## src/rtl/data_cache_ctrl_if.sv

```systemverilog
// Bus bundle for data_cache_ctrl: CPU load/store side and block memory side.
// Names carry the cache's point of view: i_* flow into the cache, o_* out of it.
//   CPU side : i_read, i_write, i_address[7:0], i_writedata[7:0],
//              o_readdata[7:0], o_busywait
//   Mem side : i_mem_readdata[31:0], i_mem_busywait,
//              o_mem_read, o_mem_write, o_mem_address[5:0], o_mem_writedata[31:0]
interface data_cache_ctrl_if;
    logic        i_read;
    logic        i_write;
    logic [7:0]  i_address;
    logic [7:0]  i_writedata;
    logic [7:0]  o_readdata;
    logic        o_busywait;
    logic [31:0] i_mem_readdata;
    logic        i_mem_busywait;
    logic        o_mem_read;
    logic        o_mem_write;
    logic [5:0]  o_mem_address;
    logic [31:0] o_mem_writedata;

    // Cache side
    modport slave (
        input  i_read, i_write, i_address, i_writedata,
        input  i_mem_readdata, i_mem_busywait,
        output o_readdata, o_busywait,
        output o_mem_read, o_mem_write, o_mem_address, o_mem_writedata
    );

    // CPU + memory environment side
    modport master (
        output i_read, i_write, i_address, i_writedata,
        output i_mem_readdata, i_mem_busywait,
        input  o_readdata, o_busywait,
        input  o_mem_read, o_mem_write, o_mem_address, o_mem_writedata
    );
endinterface

```

## src/rtl/data_cache_ctrl.sv

```systemverilog
// Direct-mapped write-back data cache: 8 lines x 4 bytes, 3-bit tag/index,
// 2-bit offset. Hits complete with no stall; misses stall via o_busywait,
// write back a dirty victim, then refill the block from memory.
// Ports:
//   i_clk - clock, all state updates on posedge
//   i_rst - asynchronous active-high reset
//   bus   - data_cache_ctrl_if.slave (CPU request/response + block memory)
module data_cache_ctrl (
    input  logic             i_clk,
    input  logic             i_rst,
    data_cache_ctrl_if.slave bus
);
    localparam int unsigned LINES = 8;

    typedef enum logic [1:0] {
        IDLE      = 2'd0,
        WRITEBACK = 2'd1,
        FETCH     = 2'd2,
        UPDATE    = 2'd3
    } state_t;

    state_t          r_state;
    logic [LINES-1:0] r_valid;
    logic [LINES-1:0] r_dirty;
    logic [2:0]      r_tag  [LINES];
    logic [31:0]     r_data [LINES];
    logic            r_mem_read;
    logic            r_mem_write;

    logic [2:0]  w_tag;
    logic [2:0]  w_index;
    logic [1:0]  w_offset;
    logic        w_req;
    logic        w_hit;
    logic [31:0] w_line;
    logic [31:0] w_merged;
    logic [7:0]  w_byte;

    assign w_tag    = bus.i_address[7:5];
    assign w_index  = bus.i_address[4:2];
    assign w_offset = bus.i_address[1:0];
    assign w_req    = bus.i_read | bus.i_write;
    assign w_hit    = r_valid[w_index] && (r_tag[w_index] == w_tag);
    assign w_line   = r_data[w_index];
    assign w_byte   = w_line[{w_offset, 3'b000} +: 8];

    // Current line with the store byte merged in at the addressed offset
    always_comb begin
        w_merged = w_line;
        w_merged[{w_offset, 3'b000} +: 8] = bus.i_writedata;
    end

    // Miss sequencing plus valid/dirty bookkeeping
    always_ff @(posedge i_clk or posedge i_rst) begin
        if (i_rst) begin
            r_state     <= IDLE;
            r_valid     <= '0;
            r_dirty     <= '0;
            r_mem_read  <= 1'b0;
            r_mem_write <= 1'b0;
        end else begin
            unique case (r_state)
                IDLE: begin
                    if (w_req && !w_hit) begin
                        if (r_valid[w_index] && r_dirty[w_index]) begin
                            r_state     <= WRITEBACK;
                            r_mem_write <= 1'b1;
                        end else begin
                            r_state    <= FETCH;
                            r_mem_read <= 1'b1;
                        end
                    end else if (w_req && bus.i_write) begin
                        r_dirty[w_index] <= 1'b1;
                    end
                end
                WRITEBACK: begin
                    if (!bus.i_mem_busywait) begin
                        r_state     <= FETCH;
                        r_mem_write <= 1'b0;
                        r_mem_read  <= 1'b1;
                    end
                end
                FETCH: begin
                    if (!bus.i_mem_busywait) begin
                        r_state    <= UPDATE;
                        r_mem_read <= 1'b0;
                    end
                end
                UPDATE: begin
                    r_valid[w_index] <= 1'b1;
                    r_dirty[w_index] <= 1'b0;
                    r_state          <= IDLE;
                end
                default: r_state <= IDLE;
            endcase
        end
    end

    // Line storage; a refill written while reset is pending stays invalid
    always_ff @(posedge i_clk) begin
        if (r_state == UPDATE) begin
            r_data[w_index] <= bus.i_mem_readdata;
            r_tag[w_index]  <= w_tag;
        end else if (r_state == IDLE && w_req && w_hit && bus.i_write) begin
            r_data[w_index] <= w_merged;
        end
    end

    // Stall, hit data and memory address are combinational so hits cost no cycle
    assign bus.o_busywait      = (r_state != IDLE) || (w_req && !w_hit);
    assign bus.o_readdata      = w_hit ? w_byte : 8'h00;
    assign bus.o_mem_read      = r_mem_read;
    assign bus.o_mem_write     = r_mem_write;
    assign bus.o_mem_address   = (r_state == WRITEBACK) ? {r_tag[w_index], w_index}
                                                        : bus.i_address[7:2];
    assign bus.o_mem_writedata = w_line;
endmodule

```

## src/flat_wrapper.sv

```systemverilog
// flat-port wrapper written by rule: the top's interface ports become plain ports
module data_cache_ctrl_flat 
  (i_clk, i_rst, bus_i_read, bus_i_write, bus_i_address, bus_i_writedata, bus_i_mem_readdata, bus_i_mem_busywait, bus_o_readdata, bus_o_busywait, bus_o_mem_read, bus_o_mem_write, bus_o_mem_address, bus_o_mem_writedata);
  data_cache_ctrl_if bus_i ();
  input  logic i_clk;
  input  logic i_rst;
  input wire logic [$bits(bus_i.i_read)-1:0] bus_i_read;
  input wire logic [$bits(bus_i.i_write)-1:0] bus_i_write;
  input wire logic [$bits(bus_i.i_address)-1:0] bus_i_address;
  input wire logic [$bits(bus_i.i_writedata)-1:0] bus_i_writedata;
  input wire logic [$bits(bus_i.i_mem_readdata)-1:0] bus_i_mem_readdata;
  input wire logic [$bits(bus_i.i_mem_busywait)-1:0] bus_i_mem_busywait;
  output wire logic [$bits(bus_i.o_readdata)-1:0] bus_o_readdata;
  output wire logic [$bits(bus_i.o_busywait)-1:0] bus_o_busywait;
  output wire logic [$bits(bus_i.o_mem_read)-1:0] bus_o_mem_read;
  output wire logic [$bits(bus_i.o_mem_write)-1:0] bus_o_mem_write;
  output wire logic [$bits(bus_i.o_mem_address)-1:0] bus_o_mem_address;
  output wire logic [$bits(bus_i.o_mem_writedata)-1:0] bus_o_mem_writedata;
  assign bus_i.i_read = bus_i_read;
  assign bus_i.i_write = bus_i_write;
  assign bus_i.i_address = bus_i_address;
  assign bus_i.i_writedata = bus_i_writedata;
  assign bus_i.i_mem_readdata = bus_i_mem_readdata;
  assign bus_i.i_mem_busywait = bus_i_mem_busywait;
  assign bus_o_readdata = bus_i.o_readdata;
  assign bus_o_busywait = bus_i.o_busywait;
  assign bus_o_mem_read = bus_i.o_mem_read;
  assign bus_o_mem_write = bus_i.o_mem_write;
  assign bus_o_mem_address = bus_i.o_mem_address;
  assign bus_o_mem_writedata = bus_i.o_mem_writedata;
  data_cache_ctrl u_core (.i_clk(i_clk), .i_rst(i_rst), .bus(bus_i));
endmodule
```

## config.mk

```make
export PLATFORM = sky130hd
export DESIGN_NAME = data_cache_ctrl_flat
export DESIGN_NICKNAME = d
export VERILOG_FILES = /design/src/rtl/data_cache_ctrl_if.sv /design/src/rtl/data_cache_ctrl.sv /design/src/flat_wrapper.sv
export SDC_FILE = /design/constraint.sdc
export NUM_CORES = 1
export LEC_CHECK = 0
export CAP_MARGIN = 20
export CORE_MARGIN = 4
export CORE_UTILIZATION = 63
export DETAILED_ROUTE_END_ITERATION = 8
export PLACE_DENSITY = 0.85
export SLEW_MARGIN = 20
export SYNTH_ARGS = -nofsm -noshare
export SYNTH_HDL_FRONTEND = slang
export SYNTH_SLANG_ARGS = --single-unit
```

## constraint.sdc

```tcl
create_clock -name i_clk -period 7.6 [get_ports i_clk]
set_clock_uncertainty 0.1 [all_clocks]
set_input_delay 1.52 -clock i_clk [delete_from_list [all_inputs] [get_ports i_clk]]
set_output_delay 1.52 -clock i_clk [all_outputs]
set_load 0.05 [all_outputs]
```

==> impl_metrics.xml <==
<?xml version="1.0" encoding="UTF-8"?>
<metrics>
  <group name="drt">
    <metric name="routed_wire_length_per_instance" unit="um">27.05</metric>
    <metric name="drt_first_iter_violations" unit="">1323</metric>
    <metric name="postRouteAntennaNets" unit="">0</metric>
    <metric name="drc_errors" unit="">0</metric>
    <metric name="route.detailed.vias_per_inst" unit="">6.812</metric>
    <metric name="wirelength" unit="um">34490</metric>
    <metric name="via_count" unit="">8685</metric>
    <metric name="first_pass_iters" unit="">6</metric>
  </group>
  <group name="synthesis">
    <metric name="synth_largest_type_area_fraction" unit="%">62.88</metric>
    <metric name="post_synth_main_area_contributors" unit="">edfxtp_1, mux4_2, dfrtp_1, mux2_2, mux2i_1</metric>
    <metric name="ys_async_sr_fraction" unit="%">6.667</metric>
    <metric name="synth_top_area_cell" unit="">edfxtp_1</metric>
    <metric name="count_leader_synth" unit="">edfxtp_1</metric>
    <metric name="post_synth_instance_area" unit="sq um">13370</metric>
    <metric name="syn-mean-instance-area" unit="sq um">15.39</metric>
    <metric name="synth-edff-count" unit="">280</metric>
    <metric name="synth-seq-cells" unit="">300</metric>
    <metric name="synthesis.instances" unit="">869</metric>
    <metric name="dominantRegCellSynth" unit="">edfxtp_1</metric>
    <metric name="post_synth_most_frequent_cells" unit="">edfxtp_1, o21ai_0, nand2_1</metric>
    <metric name="synth_warnings" unit="">0</metric>
    <metric name="yosysUniqueCellTypes" unit="">58</metric>
    <metric name="yosysSeqAreaShare" unit="%">66.62</metric>
    <metric name="mappedNetlistNets" unit="">931</metric>
  </group>
  <group name="clock_tree">
    <metric name="clockBufferDepth" unit="">3</metric>
    <metric name="cts_tree" unit="">done</metric>
    <metric name="cts.reportedPaths.clkPinSlew" unit="ns">0.06</metric>
    <metric name="insertion_delay" unit="ns">0.54</metric>
    <metric name="cts_inserted_buffers" unit="">29</metric>
    <metric name="post_cts.resized_instances" unit="">0</metric>
    <metric name="cts-root-buf" unit="">clkbuf_16</metric>
    <metric name="cts.sinks" unit="">300</metric>
    <metric name="cts_setup_buffers" unit="">0</metric>
    <metric name="cts_hold_repair.buffers" unit="">0</metric>
    <metric name="clock_tree.htree_level_count" unit="">1</metric>
  </group>
  <group name="place">
    <metric name="dp_hpwl" unit="um">21890</metric>
    <metric name="placedInstanceArea" unit="sq um">14690</metric>
    <metric name="final_estimated_routing_congestion_in_global_placement" unit="">0.9093</metric>
    <metric name="place.port_buffers" unit="">101</metric>
  </group>
  <group name="timing">
    <metric name="setup_viol_count_final" unit="">0</metric>
    <metric name="slew_violations" unit="">0</metric>
    <metric name="timing.final.crit_share" unit="%">90.55</metric>
    <metric name="rsz0062_at_grt" unit="">false</metric>
    <metric name="tightest_slew" unit="ns">1.109</metric>
    <metric name="timing.fmax" unit="GHz">0.1453</metric>
    <metric name="timing.hold.ws" unit="ns">0.3694</metric>
    <metric name="totalNegativeSetupSlack" unit="ns">0</metric>
    <metric name="finalWorstPathRequiredPeriod" unit="ns">6.882</metric>
    <metric name="slew_headroom" unit="%">25.66</metric>
    <metric name="final-hold-violation-count" unit="">0</metric>
  </group>
  <group name="floorplan">
    <metric name="initial_utilization" unit="%">63.81</metric>
    <metric name="die_area" unit="sq um">23620</metric>
    <metric name="dieWidth" unit="um">153.7</metric>
    <metric name="placeableCoreArea" unit="sq um">20960</metric>
    <metric name="floorplan.rows" unit="">53</metric>
    <metric name="design.portCount" unit="">102</metric>
    <metric name="die-height" unit="um">153.7</metric>
  </group>
  <group name="global_route">
    <metric name="grt_pass1_wl" unit="um">52140</metric>
    <metric name="grt_most_used_layer" unit="">met2</metric>
    <metric name="maximum_number_of_pins_on_one_net_before_global_route_repair" unit="">63</metric>
    <metric name="global_route.usage.met1" unit="%">39.23</metric>
    <metric name="grt_pass1_vias" unit="">8707</metric>
    <metric name="grtUsageTotal" unit="%">28.85</metric>
    <metric name="globalRoute.totalOverflow" unit="">0</metric>
    <metric name="grt.met3_usage" unit="%">5.545</metric>
    <metric name="grt_util_met2" unit="%">47.15</metric>
    <metric name="antenna_found_initial" unit="">0</metric>
  </group>
  <group name="setup_path">
    <metric name="critPathArrivalTime" unit="ns">5.26</metric>
    <metric name="timing.reg2reg.setup_slack" unit="ns">4.10</metric>
    <metric name="end_kind" unit="">output pin</metric>
    <metric name="required" unit="ns">5.98</metric>
    <metric name="critical_path.startpoint_type" unit="">input pin</metric>
    <metric name="worstPathMaxFanout" unit="">62</metric>
    <metric name="worstSetupPathType" unit="">input pin to output pin</metric>
  </group>
  <group name="final_layout">
    <metric name="diodes" unit="">0</metric>
    <metric name="final_net_count" unit="">1039</metric>
    <metric name="final_layout_size_suffix_gt1_share" unit="%">16.50</metric>
    <metric name="fillerInstances" unit="">1244</metric>
    <metric name="multiInputGateArea" unit="sq um">4049</metric>
    <metric name="layout.area.seq" unit="sq um">8909</metric>
    <metric name="postLayoutCellArea" unit="sq um">15620</metric>
    <metric name="syn2layout_area_growth" unit="%">16.81</metric>
  </group>
  <group name="pwr">
    <metric name="clockPowerShare" unit="%">33.1</metric>
    <metric name="power.internal" unit="W">0.003056</metric>
    <metric name="power_frac_seq" unit="%">46.8</metric>
    <metric name="p_leak" unit="nW">5.319</metric>
    <metric name="p_sw" unit="W">0.001204</metric>
    <metric name="ir_drop" unit="mV">0.2364</metric>
    <metric name="power_per_cell_area" unit="nW/um^2">272.8</metric>
    <metric name="power.switching_fraction" unit="%">28.27</metric>
    <metric name="pwr-share-comb" unit="%">20.1</metric>
  </group>
  <group name="status">
    <metric name="status" unit="">completed</metric>
  </group>
  <group name="run">
    <metric name="drv_cap" unit="">0</metric>
  </group>
  <group name="worst_hold_path">
    <metric name="worst_hold_path_type" unit="">register to register</metric>
  </group>
</metrics>
[path summary, 6_finish.rpt]
| check | start | end | cells after the start |
|---|---|---|---|
| worst max-delay path | bus_i_address[3] | bus_o_readdata[5] | 8 |
| worst min-delay path | u_core.r_valid[2] | u_core.r_valid[2] | 1 |
| worst max register to register | u_core.r_tag[7][2] | u_core.r_data[4][24] | 8 |
| worst min register to register | u_core.r_valid[2] | u_core.r_valid[2] | 1 |
| max in group asynchronous | i_rst | u_core.r_valid[4] | 2 |
| min in group asynchronous | i_rst | u_core.bus.o_mem_write | 2 |
[flip-flops by register name, indices dropped and copies added (netlist names), named ones only]
| name | count |
|---|---|
| u_core.r_tag | 24 |
| u_core.r_state | 2 |
| u_core.r_data | 256 |
| u_core.r_valid | 8 |
| u_core.bus.o_mem_write | 1 |
| u_core.bus.o_mem_read | 1 |
[cells in the final DEF, fill, tap and decap left out, types with 6 or more instances in the layout]
cell type and instances:
mux4_2 38, inv_1 44, buf_4 29, nor3_2 8, clkbuf_16 29, dfrtp_1 20
nand3_1 6, nor2b_1 6, o22a_1 11, mux2_2 31, or2_2 9, edfxtp_1 280
o21ai_0 58, clkbuf_1 9, nand2_1 56, a221oi_1 26, a21boi_0 6, clkdlybuf4s50_1 98
mux2_1 28, a22o_1 14, ha_1 9, mux2i_1 32, a22oi_1 17, a21oi_1 9
nor2_1 30, clkinv_1 6, o211ai_1 8, nor3_1 7
[power by group through the flow]
stage               Clock [W]  Combinational (W)  Sequential (W)
finish                0.00141           0.000858         0.00199
global route          0.00148           0.000907         0.00200
CTS                   0.00141           0.000846         0.00199
detailed placement          0           0.000839         0.00202
global placement            0           0.000822         0.00202
floorplan                   0           0.000541         0.00203
[metal layers]
layer / part of all wire (%) / routed length (um)
met1: 36 / 12570
met2: 48 / 16500
met3: 11 / 3856
met4: 4.5 / 1565
met5: 0 / 0
[kinds of logic after synthesis]
kind of cell | count (synthesis) | share of synthesized area [%]
buf+inv | 97 | 3.443
simple gates | 151 | 5.539
flops | 300 | 66.62
compound gates | 183 | 9.788
mux | 129 | 13.76
fa+ha+maj | 9 | 0.8422
[per-stage QoR]
step | setup slack [ns] | util (%) | power (W) | instances
after floorplan | 1.625 | - | 0.002573 | 869
after global placement | 1.039 | 70.09 | 0.002841 | 1221
after detailed placement | 0.9002 | 70.12 | 0.002864 | 1221
after CTS | 0.8651 | 74.54 | 0.004250 | 1275
after global routing | 0.5678 | 74.54 | 0.004394 | 1275
final | 0.7179 | 74.54 | 0.004261 | 1275
[layout make-up]
| cell class | count | area share, % |
|---|---|---|
| Multi-Input combinational cell | 472 | 25.92 |
| Clock buffer | 39 | 4.950 |
| Inverter | 46 | 1.105 |
| Timing Repair Buffer | 128 | 7.802 |
| Sequential cell | 300 | 57.03 |
| Clock inverter | 15 | 0.9853 |
| Tap cell | 275 | 2.203 |
[worst max-delay path, cell delays in order]
cell and delay (ns):
buf_4 0.56, nand2_1 0.54, o22ai_1 0.42, o21a_1 0.23, o22a_1 0.28, nand2_1 0.49
a21oi_1 0.32, clkdlybuf4s50_1 0.85
Note: power is estimated with default switching activity, not from simulation.
